===== src/rtl/spi_reg_bank_pkg.sv =====
// -----------------------------------------------------------------------------
// spi_pkg: shared definitions for the SPI register bank.
//   - spi_state_t : frame FSM state encoding (IDLE, ADDR, DATA, DONE)
//   - SPI_RW_*    : value of the RW bit that opens every frame
//   - frame_len() : total frame length for a given address/data width
//   - FRAME_LEN   : frame length of the default 7-bit address / 8-bit data bank
// -----------------------------------------------------------------------------
package spi_pkg;

    typedef enum logic [1:0] {
        IDLE = 2'd0,
        ADDR = 2'd1,
        DATA = 2'd2,
        DONE = 2'd3
    } spi_state_t;

    localparam logic SPI_RW_WRITE = 1'b1;
    localparam logic SPI_RW_READ  = 1'b0;

    // One RW bit, then the address field, then the data field.
    function automatic int frame_len(input int addr_w, input int data_w);
        return 1 + addr_w + data_w;
    endfunction

    localparam int FRAME_LEN = frame_len(7, 8);

endpackage


===== src/rtl/spi_reg_bank_if.sv =====
// -----------------------------------------------------------------------------
// spi_reg_bank_if: the four-wire SPI pin bundle plus the CIPO output enable.
//   spi_ncs      chip select, active low (controller -> peripheral)
//   spi_sclk     SPI clock, idles low      (controller -> peripheral)
//   spi_copi     controller-out data       (controller -> peripheral)
//   spi_cipo     peripheral-out data       (peripheral -> controller)
//   spi_cipo_oe  pad enable for spi_cipo   (peripheral -> pad logic)
// Modports: master = controller side, slave = peripheral side.
// -----------------------------------------------------------------------------
interface spi_reg_bank_if;

    logic spi_ncs;
    logic spi_sclk;
    logic spi_copi;
    logic spi_cipo;
    logic spi_cipo_oe;

    modport master (
        output spi_ncs,
        output spi_sclk,
        output spi_copi,
        input  spi_cipo,
        input  spi_cipo_oe
    );

    modport slave (
        input  spi_ncs,
        input  spi_sclk,
        input  spi_copi,
        output spi_cipo,
        output spi_cipo_oe
    );

endinterface


===== src/rtl/spi_reg_bank_sync_edge.sv =====
// -----------------------------------------------------------------------------
// spi_sync_edge: multi-flop synchroniser for one asynchronous input, with a
// history flop for edge detection.
//   clk, rst  system clock, asynchronous active-high reset
//   i_async   asynchronous input
//   o_level   synchronised level
//   o_rise    one-clk pulse on a synchronised 0->1 transition
//   o_fall    one-clk pulse on a synchronised 1->0 transition
// RESET_VAL is the idle level of the line, so leaving reset never fabricates
// an edge from the reset pattern itself.
// -----------------------------------------------------------------------------
module spi_sync_edge #(
    parameter int   STAGES    = 2,
    parameter logic RESET_VAL = 1'b0
) (
    input  logic clk,
    input  logic rst,
    input  logic i_async,
    output logic o_level,
    output logic o_rise,
    output logic o_fall
);

    logic [STAGES-1:0] r_sync;
    logic              r_hist;

    // Synchroniser chain plus one history flop.
    always_ff @(posedge clk or posedge rst) begin
        if (rst) begin
            r_sync <= {STAGES{RESET_VAL}};
            r_hist <= RESET_VAL;
        end else begin
            r_sync <= {r_sync[STAGES-2:0], i_async};
            r_hist <= r_sync[STAGES-1];
        end
    end

    assign o_level = r_sync[STAGES-1];
    assign o_rise  = r_sync[STAGES-1] & ~r_hist;
    assign o_fall  = ~r_sync[STAGES-1] & r_hist;

endmodule


===== src/rtl/spi_reg_bank.sv =====
// -----------------------------------------------------------------------------
// spi_reg_bank: SPI mode-0 peripheral giving read/write access to NUM_REGS
// registers of DATA_W bits.
// Frame (MSB first): RW (1 = write) | ADDR_W address bits | DATA_W data bits.
//   clk, rst       system clock, asynchronous active-high reset
//   spi            SPI pins (slave modport of spi_reg_bank_if)
//   regs_out       flattened registers, reg i at [i*DATA_W +: DATA_W]
//   reg_wr_strobe  one-clk pulse on the register just written
//   frame_err      one-clk pulse when a frame ends with the wrong bit count
// SCLK must be fclk/8 or slower.
// -----------------------------------------------------------------------------
module spi_reg_bank
    import spi_pkg::*;
#(
    parameter int NUM_REGS    = 5,
    parameter int DATA_W      = 8,
    parameter int ADDR_W      = 7,
    parameter int SYNC_STAGES = 2
) (
    input  logic                       clk,
    input  logic                       rst,
    spi_reg_bank_if.slave              spi,
    output logic [NUM_REGS*DATA_W-1:0] regs_out,
    output logic [NUM_REGS-1:0]        reg_wr_strobe,
    output logic                       frame_err
);

    localparam int SPI_STAGES = SYNC_STAGES;
    localparam int FLEN       = frame_len(ADDR_W, DATA_W);
    localparam int HDR_W      = 1 + ADDR_W;
    localparam int CNT_W      = $clog2(FLEN + 1);
    localparam int WARM_W     = $clog2(SPI_STAGES + 2);

    localparam logic [CNT_W-1:0]  CNT_HDR_LAST   = CNT_W'(HDR_W - 1);
    localparam logic [CNT_W-1:0]  CNT_HDR        = CNT_W'(HDR_W);
    localparam logic [CNT_W-1:0]  CNT_FRAME_LAST = CNT_W'(FLEN - 1);
    localparam logic [WARM_W-1:0] WARM_DONE      = WARM_W'(SPI_STAGES + 1);
    localparam logic [ADDR_W:0]   NUM_REGS_A     = (ADDR_W + 1)'(NUM_REGS);

    // Synchronised SPI lines
    logic w_ncs_lvl, w_ncs_rise_raw, w_ncs_fall_raw;
    logic w_sclk_lvl, w_sclk_rise_raw, w_sclk_fall_raw;
    logic w_copi, w_copi_rise, w_copi_fall;
    logic w_unused_sync;

    // Qualified events
    logic w_ready;
    logic w_ncs_rise, w_ncs_fall, w_sclk_rise, w_sclk_fall;

    // FSM
    spi_state_t r_state, w_state_nxt;

    // Frame datapath
    logic [CNT_W-1:0]  r_bit_cnt;
    logic [ADDR_W-1:0] r_hdr;
    logic [DATA_W-1:0] r_data;
    logic              r_rw;
    logic [ADDR_W-1:0] r_addr;
    logic              r_overrun;
    logic [DATA_W-1:0] r_shadow;
    logic              r_cipo;
    logic              r_cipo_oe;
    logic [WARM_W-1:0] r_warm;

    // Header decode and read mux
    logic [HDR_W-1:0]  w_hdr_full;
    logic              w_hdr_rw;
    logic [ADDR_W-1:0] w_hdr_addr;
    logic [DATA_W-1:0] w_rd_word;
    logic              w_addr_ok;

    // FSM decoded actions
    logic w_hdr_done, w_shift_rd, w_commit, w_err_nxt;

    // Register bank
    logic [DATA_W-1:0]   r_regs [NUM_REGS];
    logic [NUM_REGS-1:0] r_strobe;
    logic                r_frame_err;

    spi_sync_edge #(.STAGES(SPI_STAGES), .RESET_VAL(1'b1)) u_sync_ncs (
        .clk(clk), .rst(rst), .i_async(spi.spi_ncs),
        .o_level(w_ncs_lvl), .o_rise(w_ncs_rise_raw), .o_fall(w_ncs_fall_raw)
    );

    spi_sync_edge #(.STAGES(SPI_STAGES), .RESET_VAL(1'b0)) u_sync_sclk (
        .clk(clk), .rst(rst), .i_async(spi.spi_sclk),
        .o_level(w_sclk_lvl), .o_rise(w_sclk_rise_raw), .o_fall(w_sclk_fall_raw)
    );

    spi_sync_edge #(.STAGES(SPI_STAGES), .RESET_VAL(1'b0)) u_sync_copi (
        .clk(clk), .rst(rst), .i_async(spi.spi_copi),
        .o_level(w_copi), .o_rise(w_copi_rise), .o_fall(w_copi_fall)
    );

    assign w_unused_sync = ^{w_ncs_lvl, w_sclk_lvl, w_copi_rise, w_copi_fall};

    // Hold off edge detection until the chains hold real samples; otherwise
    // ncs held low through reset would look like a fresh falling edge.
    always_ff @(posedge clk or posedge rst) begin
        if (rst) begin
            r_warm <= {WARM_W{1'b0}};
        end else if (r_warm != WARM_DONE) begin
            r_warm <= r_warm + WARM_W'(1);
        end else begin
            r_warm <= r_warm;
        end
    end

    assign w_ready     = (r_warm == WARM_DONE);
    assign w_ncs_rise  = w_ready & w_ncs_rise_raw;
    assign w_ncs_fall  = w_ready & w_ncs_fall_raw;
    // An ncs edge in the same clk masks any SCLK edge.
    assign w_sclk_rise = w_ready & w_sclk_rise_raw & ~w_ncs_rise_raw & ~w_ncs_fall_raw;
    assign w_sclk_fall = w_ready & w_sclk_fall_raw & ~w_ncs_rise_raw & ~w_ncs_fall_raw;

    assign w_hdr_full = {r_hdr, w_copi};
    assign w_hdr_rw   = w_hdr_full[HDR_W-1];
    assign w_hdr_addr = w_hdr_full[ADDR_W-1:0];
    assign w_addr_ok  = ({1'b0, r_addr} < NUM_REGS_A);

    // Read mux: out-of-range addresses read as zero.
    always_comb begin
        w_rd_word = {DATA_W{1'b0}};
        for (int i = 0; i < NUM_REGS; i++) begin
            if (w_hdr_addr == ADDR_W'(i)) begin
                w_rd_word = r_regs[i];
            end else begin
                w_rd_word = w_rd_word;
            end
        end
    end

    // FSM state register.
    always_ff @(posedge clk or posedge rst) begin
        if (rst) begin
            r_state <= IDLE;
        end else begin
            r_state <= w_state_nxt;
        end
    end

    // FSM next-state logic; ncs edges override everything.
    always_comb begin
        w_state_nxt = r_state;
        if (w_ncs_rise) begin
            w_state_nxt = IDLE;
        end else if (w_ncs_fall) begin
            w_state_nxt = ADDR;
        end else begin
            case (r_state)
                IDLE: w_state_nxt = IDLE;
                ADDR: begin
                    if (w_sclk_rise && (r_bit_cnt == CNT_HDR_LAST)) begin
                        w_state_nxt = DATA;
                    end else begin
                        w_state_nxt = ADDR;
                    end
                end
                DATA: begin
                    if (w_sclk_rise && (r_bit_cnt == CNT_FRAME_LAST)) begin
                        w_state_nxt = DONE;
                    end else begin
                        w_state_nxt = DATA;
                    end
                end
                DONE:    w_state_nxt = DONE;
                default: w_state_nxt = IDLE;
            endcase
        end
    end

    // FSM output decode: header completion, read-shadow shift, commit, error.
    always_comb begin
        w_hdr_done = 1'b0;
        w_shift_rd = 1'b0;
        w_commit   = 1'b0;
        w_err_nxt  = 1'b0;
        case (r_state)
            IDLE: w_err_nxt = 1'b0;
            ADDR: begin
                w_hdr_done = w_sclk_rise && (r_bit_cnt == CNT_HDR_LAST);
                w_err_nxt  = w_ncs_rise;
            end
            DATA: begin
                // The first falling edge in DATA precedes the first data
                // sample, so the MSB must stay put until one data bit has
                // been clocked.
                w_shift_rd = w_sclk_fall && (r_bit_cnt > CNT_HDR);
                w_err_nxt  = w_ncs_rise;
            end
            DONE: begin
                w_commit  = w_ncs_rise && !r_overrun && (r_rw == SPI_RW_WRITE) && w_addr_ok;
                w_err_nxt = w_ncs_rise && r_overrun;
            end
            default: w_err_nxt = 1'b0;
        endcase
    end

    // Frame datapath: bit counter, shift registers, read shadow and CIPO.
    always_ff @(posedge clk or posedge rst) begin
        if (rst) begin
            r_bit_cnt <= {CNT_W{1'b0}};
            r_hdr     <= {ADDR_W{1'b0}};
            r_data    <= {DATA_W{1'b0}};
            r_rw      <= 1'b0;
            r_addr    <= {ADDR_W{1'b0}};
            r_overrun <= 1'b0;
            r_shadow  <= {DATA_W{1'b0}};
            r_cipo    <= 1'b0;
            r_cipo_oe <= 1'b0;
        end else if (w_ncs_fall) begin
            r_bit_cnt <= {CNT_W{1'b0}};
            r_hdr     <= {ADDR_W{1'b0}};
            r_data    <= {DATA_W{1'b0}};
            r_overrun <= 1'b0;
            r_shadow  <= {DATA_W{1'b0}};
            r_cipo    <= 1'b0;
            r_cipo_oe <= 1'b0;
        end else if (w_ncs_rise) begin
            r_cipo    <= 1'b0;
            r_cipo_oe <= 1'b0;
        end else if (w_sclk_rise) begin
            case (r_state)
                ADDR: begin
                    r_bit_cnt <= r_bit_cnt + CNT_W'(1);
                    r_hdr     <= w_hdr_full[ADDR_W-1:0];
                    if (w_hdr_done) begin
                        r_rw   <= w_hdr_rw;
                        r_addr <= w_hdr_addr;
                        if (w_hdr_rw == SPI_RW_READ) begin
                            r_shadow  <= w_rd_word;
                            r_cipo    <= w_rd_word[DATA_W-1];
                            r_cipo_oe <= 1'b1;
                        end
                    end
                end
                DATA: begin
                    r_bit_cnt <= r_bit_cnt + CNT_W'(1);
                    r_data    <= {r_data[DATA_W-2:0], w_copi};
                end
                DONE:    r_overrun <= 1'b1;
                default: r_overrun <= r_overrun;
            endcase
        end else if (w_shift_rd) begin
            r_shadow <= {r_shadow[DATA_W-2:0], 1'b0};
            r_cipo   <= r_shadow[DATA_W-2];
        end
    end

    // Register bank, write strobes and frame error, all committed on ncs rise.
    always_ff @(posedge clk or posedge rst) begin
        if (rst) begin
            for (int i = 0; i < NUM_REGS; i++) begin
                r_regs[i] <= {DATA_W{1'b0}};
            end
            r_strobe    <= {NUM_REGS{1'b0}};
            r_frame_err <= 1'b0;
        end else begin
            r_strobe    <= {NUM_REGS{1'b0}};
            r_frame_err <= w_err_nxt;
            for (int i = 0; i < NUM_REGS; i++) begin
                if (w_commit && (r_addr == ADDR_W'(i))) begin
                    r_regs[i]   <= r_data;
                    r_strobe[i] <= 1'b1;
                end
            end
        end
    end

    for (genvar g = 0; g < NUM_REGS; g++) begin : g_flat
        assign regs_out[g*DATA_W +: DATA_W] = r_regs[g];
    end

    assign reg_wr_strobe   = r_strobe;
    assign frame_err       = r_frame_err;
    assign spi.spi_cipo    = r_cipo;
    assign spi.spi_cipo_oe = r_cipo_oe;

endmodule


===== src/flat_wrapper.sv =====
// flat-port wrapper written by rule: the top's interface ports become plain ports
module spi_reg_bank_flat import spi_pkg::*;
#(
    parameter int NUM_REGS    = 5,
    parameter int DATA_W      = 8,
    parameter int ADDR_W      = 7,
    parameter int SYNC_STAGES = 2
)
  (clk, rst, regs_out, reg_wr_strobe, frame_err, spi_spi_ncs, spi_spi_sclk, spi_spi_copi, spi_spi_cipo, spi_spi_cipo_oe);
  spi_reg_bank_if spi_i ();
  input  logic clk;
  input  logic rst;
  output logic [NUM_REGS*DATA_W-1:0] regs_out;
  output logic [NUM_REGS-1:0] reg_wr_strobe;
  output logic frame_err;
  input wire logic [$bits(spi_i.spi_ncs)-1:0] spi_spi_ncs;
  input wire logic [$bits(spi_i.spi_sclk)-1:0] spi_spi_sclk;
  input wire logic [$bits(spi_i.spi_copi)-1:0] spi_spi_copi;
  output wire logic [$bits(spi_i.spi_cipo)-1:0] spi_spi_cipo;
  output wire logic [$bits(spi_i.spi_cipo_oe)-1:0] spi_spi_cipo_oe;
  assign spi_i.spi_ncs = spi_spi_ncs;
  assign spi_i.spi_sclk = spi_spi_sclk;
  assign spi_i.spi_copi = spi_spi_copi;
  assign spi_spi_cipo = spi_i.spi_cipo;
  assign spi_spi_cipo_oe = spi_i.spi_cipo_oe;
  spi_reg_bank #(.NUM_REGS(NUM_REGS), .DATA_W(DATA_W), .ADDR_W(ADDR_W), .SYNC_STAGES(SYNC_STAGES)) u_core (.clk(clk), .rst(rst), .spi(spi_i), .regs_out(regs_out), .reg_wr_strobe(reg_wr_strobe), .frame_err(frame_err));
endmodule

===== config.mk =====
export PLATFORM = sky130hd
export DESIGN_NAME = spi_reg_bank_flat
export DESIGN_NICKNAME = d
export VERILOG_FILES = /design/src/rtl/spi_reg_bank_pkg.sv /design/src/rtl/spi_reg_bank_if.sv /design/src/rtl/spi_reg_bank_sync_edge.sv /design/src/rtl/spi_reg_bank.sv /design/src/flat_wrapper.sv
export SDC_FILE = /design/constraint.sdc
export NUM_CORES = 1
export LEC_CHECK = 0
export CORE_MARGIN = 2
export CORE_UTILIZATION = 50
export CTS_BUF_LIST = sky130_fd_sc_hd__clkbuf_8 sky130_fd_sc_hd__clkbuf_16
export CTS_CLUSTER_SIZE = 28
export DETAILED_ROUTE_END_ITERATION = 12
export PLACE_DENSITY = 0.76
export SLEW_MARGIN = 20
export SYNTH_ARGS = -nofsm -noshare
export SYNTH_HDL_FRONTEND = slang
export SYNTH_SLANG_ARGS = --single-unit

===== constraint.sdc =====
create_clock -name clk -period 3.1 [get_ports clk]
set_input_delay 0.62 -clock clk [delete_from_list [all_inputs] [get_ports clk]]
set_output_delay 0.62 -clock clk [all_outputs]
set_load 0.02 [all_outputs]

==> key figures <==
STA
  – Hold Fails Final Rpt: 0
  – Tightest Pin Transition: 843.2 ps
  – Setup violations, final: 0
  – Setup Skew: 13.16 ps
  – Minimum clock period: 2273 ps
  – Max-slew violations: 0
  – Unrepaired setup endpoints after global routing: no
  – Max Freq: 440.0 MHz
  – Final period utilization: 0.7332
  – Post-route setup slack: 827.1 ps
  – Max-slew headroom: 0.4363
  – TNS Setup: 0 ps

Routing
  – Max Used Layer: met4
  – DRC: 0
  – Vias: 3082
  – Routed wl met2: 4505 microns
  – Final ANT Viol Nets: 0
  – Drt first pass iters: 4
  – Wl on met1: 4344 microns
  – WL/cell: 17.50 microns
  – Total routed wirelength: 9538 microns
  – 1st-iter DRT viols: 164
  – DR vias/cell: 5.655
  – Routed wl met3: 539 microns

Global routing
  – Vias in the first global route: 3115
  – First-pass GRT wire length: 15860 microns
  – Largest net degree at the start of global routing: 39
  – Total gr overflow: 0
  – Initial antenna violation count: 0
  – Gr usage total: 0.2061

Run
  – Total of max-cap violations: 0

Min path
  – Min-Delay Path Class: register to register
  – Hold_sp: u_core.u_sync_copi.r_sync[0]
  – Worst Hold Depth: 0
  – Hold Crit Endpoint: u_core.u_sync_copi.r_sync[1]

Finish
  – Fillers: 703
  – Diode count: 0
  – Post-route cell area: 5273 sq um
  – Share of layout cells above drive strength 1: 0.2014
  – Finished Layout Cells: 545
  – Nets: 445
  – Synth-to-layout area growth: 19.04%

Power
  – Leakage: 2.484 nW
  – Pwr dens: 486.1 nW/um^2
  – Peak supply drop: 0.2349 mV

Synth
  – Number of synthesized flops with an enable pin: 0
  – Seq cells post-synth: 96
  – Cell taking the most area after synthesis: dfrtp_1
  – Fraction of registers with async set/reset: 1.000
  – Synthesized net count: 394
  – Avg Inst Size Synth: 11.63 sq um
  – Register area share after synthesis: 0.5432
  – Ranking of synthesized cells by area: dfrtp_1 (53%), mux2_2 (9.2%), nand2_1 (6.1%)
  – Syn Std Cell Area: 4429 sq um
  – Cells after Synth: 381
  – Distinct cells, synth: 60
  – Synth warn: 0
  – Synth top cells by count: dfrtp_1 (93), nand2_1 (72), mux2_2 (36)
  – Yosys top cell area share: 0.5254
  – Ys flop type: dfrtp_1
  – Most common cell in the synthesized netlist: dfrtp_1

Critical path
  – CP Capture Type: register
  – Crit Path Max Fanout: 13
  – Critical path origin: u_core.r_warm[0]
  – Worst EP required: 3340 ps
  – R2R setup slack: 830 ps
  – Reg2Reg Depth: 6
  – Startpoint Class: register
  – Worst path arrival time: 2520 ps
  – CP Class: register to register
  – Crit Reg-Reg Startpoint: u_core.r_warm[0]
  – End of the worst register-to-register path: u_core.regs_out[29]

Placed design
  – GPL Wtd Cong: 0.8555
  – Placed Area: 5041 sq um
  – Placed Cells: 529
  – HPWL Detailed: 6493 microns
  – Pre-CTS setup slack: 860.4 ps
  – I/O Buffers: 52

CTS
  – CTS buffer count: 9
  – Cts hold-fix bufs: 0
  – Clock Path Buffers: 2
  – CTS tree: built
  – Postcts setup bufs: 0
  – Clk pin slew, worst setup/hold paths: 90 ps
  – CTS root buf: clkbuf_8
  – H-tree levels: 3
  – CTS-repair resized insts: 0
  – Clock sink total: 96
  – Clk_lat worst skew: 360 ps

Die
  – Site Rows: 34
  – Core area: 8636 sq um
  – Die X: 98.12 microns
  – Io pins: 53
  – Starting Density: 0.5129
  – DIE HEIGHT: 98.12 microns
  – Die area: 9628 sq um

Run status
  – Status: complete, no violations
-- registers in the layout, summed over array words and instances (netlist names) --
name and count:
u_core.spi.spi_cipo 1, u_core.r_shadow 7, u_core.r_data 8, u_core.r_bit_cnt 5, u_core.u_sync_ncs.r_sync 2, u_core.u_sync_sclk.r_hist 1, u_core.r_warm 2, u_core.u_sync_ncs.r_hist 1
u_core.u_sync_copi.r_sync 2, u_core.r_state 2, u_core.r_addr 7, u_core.spi.spi_cipo_oe 1, u_core.reg_wr_strobe 5, u_core.u_sync_sclk.r_sync 2, u_core.r_rw 1, u_core.frame_err 1
u_core.regs_out 40, u_core.r_hdr 7, u_core.r_overrun 1
-- stage by stage --
| stage | utilization | hold WS [ps] | total power, mW |
|---|---|---|---|
| floorplan | - | 331.2 | 1.580 |
| global placement | 0.5837 | 335.8 | 1.652 |
| detailed placement | 0.5837 | 341.1 | 1.664 |
| CTS | 0.6105 | 362.7 | 2.567 |
| global route | 0.6105 | 366.2 | 2.676 |
| finish | 0.6105 | 359.9 | 2.563 |
-- where the power goes --
part	internal [mW]	total [mW]	switching, mW
clock	0.497	0.920	0.423
combinational	0.0914	0.247	0.155
sequential	1.31	1.40	0.0891
total	1.90	2.56	0.667
-- cell families after synthesis --
logic type,Yosys count,synth area share
xor gates and xnor gates,3,0.005933
DFF,96,0.5432
muxes,55,0.1492
AOI/OAI and AO/OA,67,0.1025
adders and majority gates,9,0.02486
and+or+nand+nor,125,0.1438
buffers and inverters,26,0.03051
-- cells in the final DEF, fill, tap and decap left out, types with 3 or more instances in the layout --
master            n
nand4_1           3
nor3b_1           3
dfrtp_1          93
or2_2             3
clkdlybuf4s50_1  52
nand3_1           3
dfstp_2           3
o21ai_0          27
a22o_1            7
a21oi_1          10
nand2_1          72
nand2b_1          5
a221oi_1          7
buf_4             5
clkbuf_8         11
mux2i_1           9
nor2_1           14
mux2_2           36
mux2_4            8
inv_1             8
ha_1              8
and3_1            4
-- worst max-delay path by stage --
stage / endpoint / slack [ps] / cells after the start
2_1_floorplan: u_core.regs_out[24] / 1280 / 6
3_3_place_gp: u_core.regs_out[28] / 930 / 6
3_5_place_dp: u_core.regs_out[28] / 860 / 6
4_1_cts: u_core.regs_out[29] / 830 / 6
5_1_grt: u_core.regs_out[24] / 700 / 6
6_report: u_core.regs_out[29] / 830 / 6
-- worst max-delay path, stage by stage, from the launching register on --
cell and delay (ps):
dfrtp_1 370, ha_1 430, and3b_2 310, nand4_2 160, nor2_4 220, and3_4 340, mux2_4 320
-- per-layer routing --
layer	up-vias	GRT usage
li1	1443	-
met1	1533	0.2965
met2	92	0.3188
met3	14	0.03722
met4	0	0.06944
met5	-	0
-- cell type report --
class                   count  area, sq um  area share
multi-input cells         259         1888      0.3581
repair buffers             58        578.1      0.1096
inverters                   8        33.78    0.006407
flip-flops and latches     96         2406      0.4563
well taps                 108        135.1     0.02563
clock inverters             5        80.08     0.01519
clock buffers              11        151.4     0.02871
No activity file was read; power rests on OpenSTA's default activity.
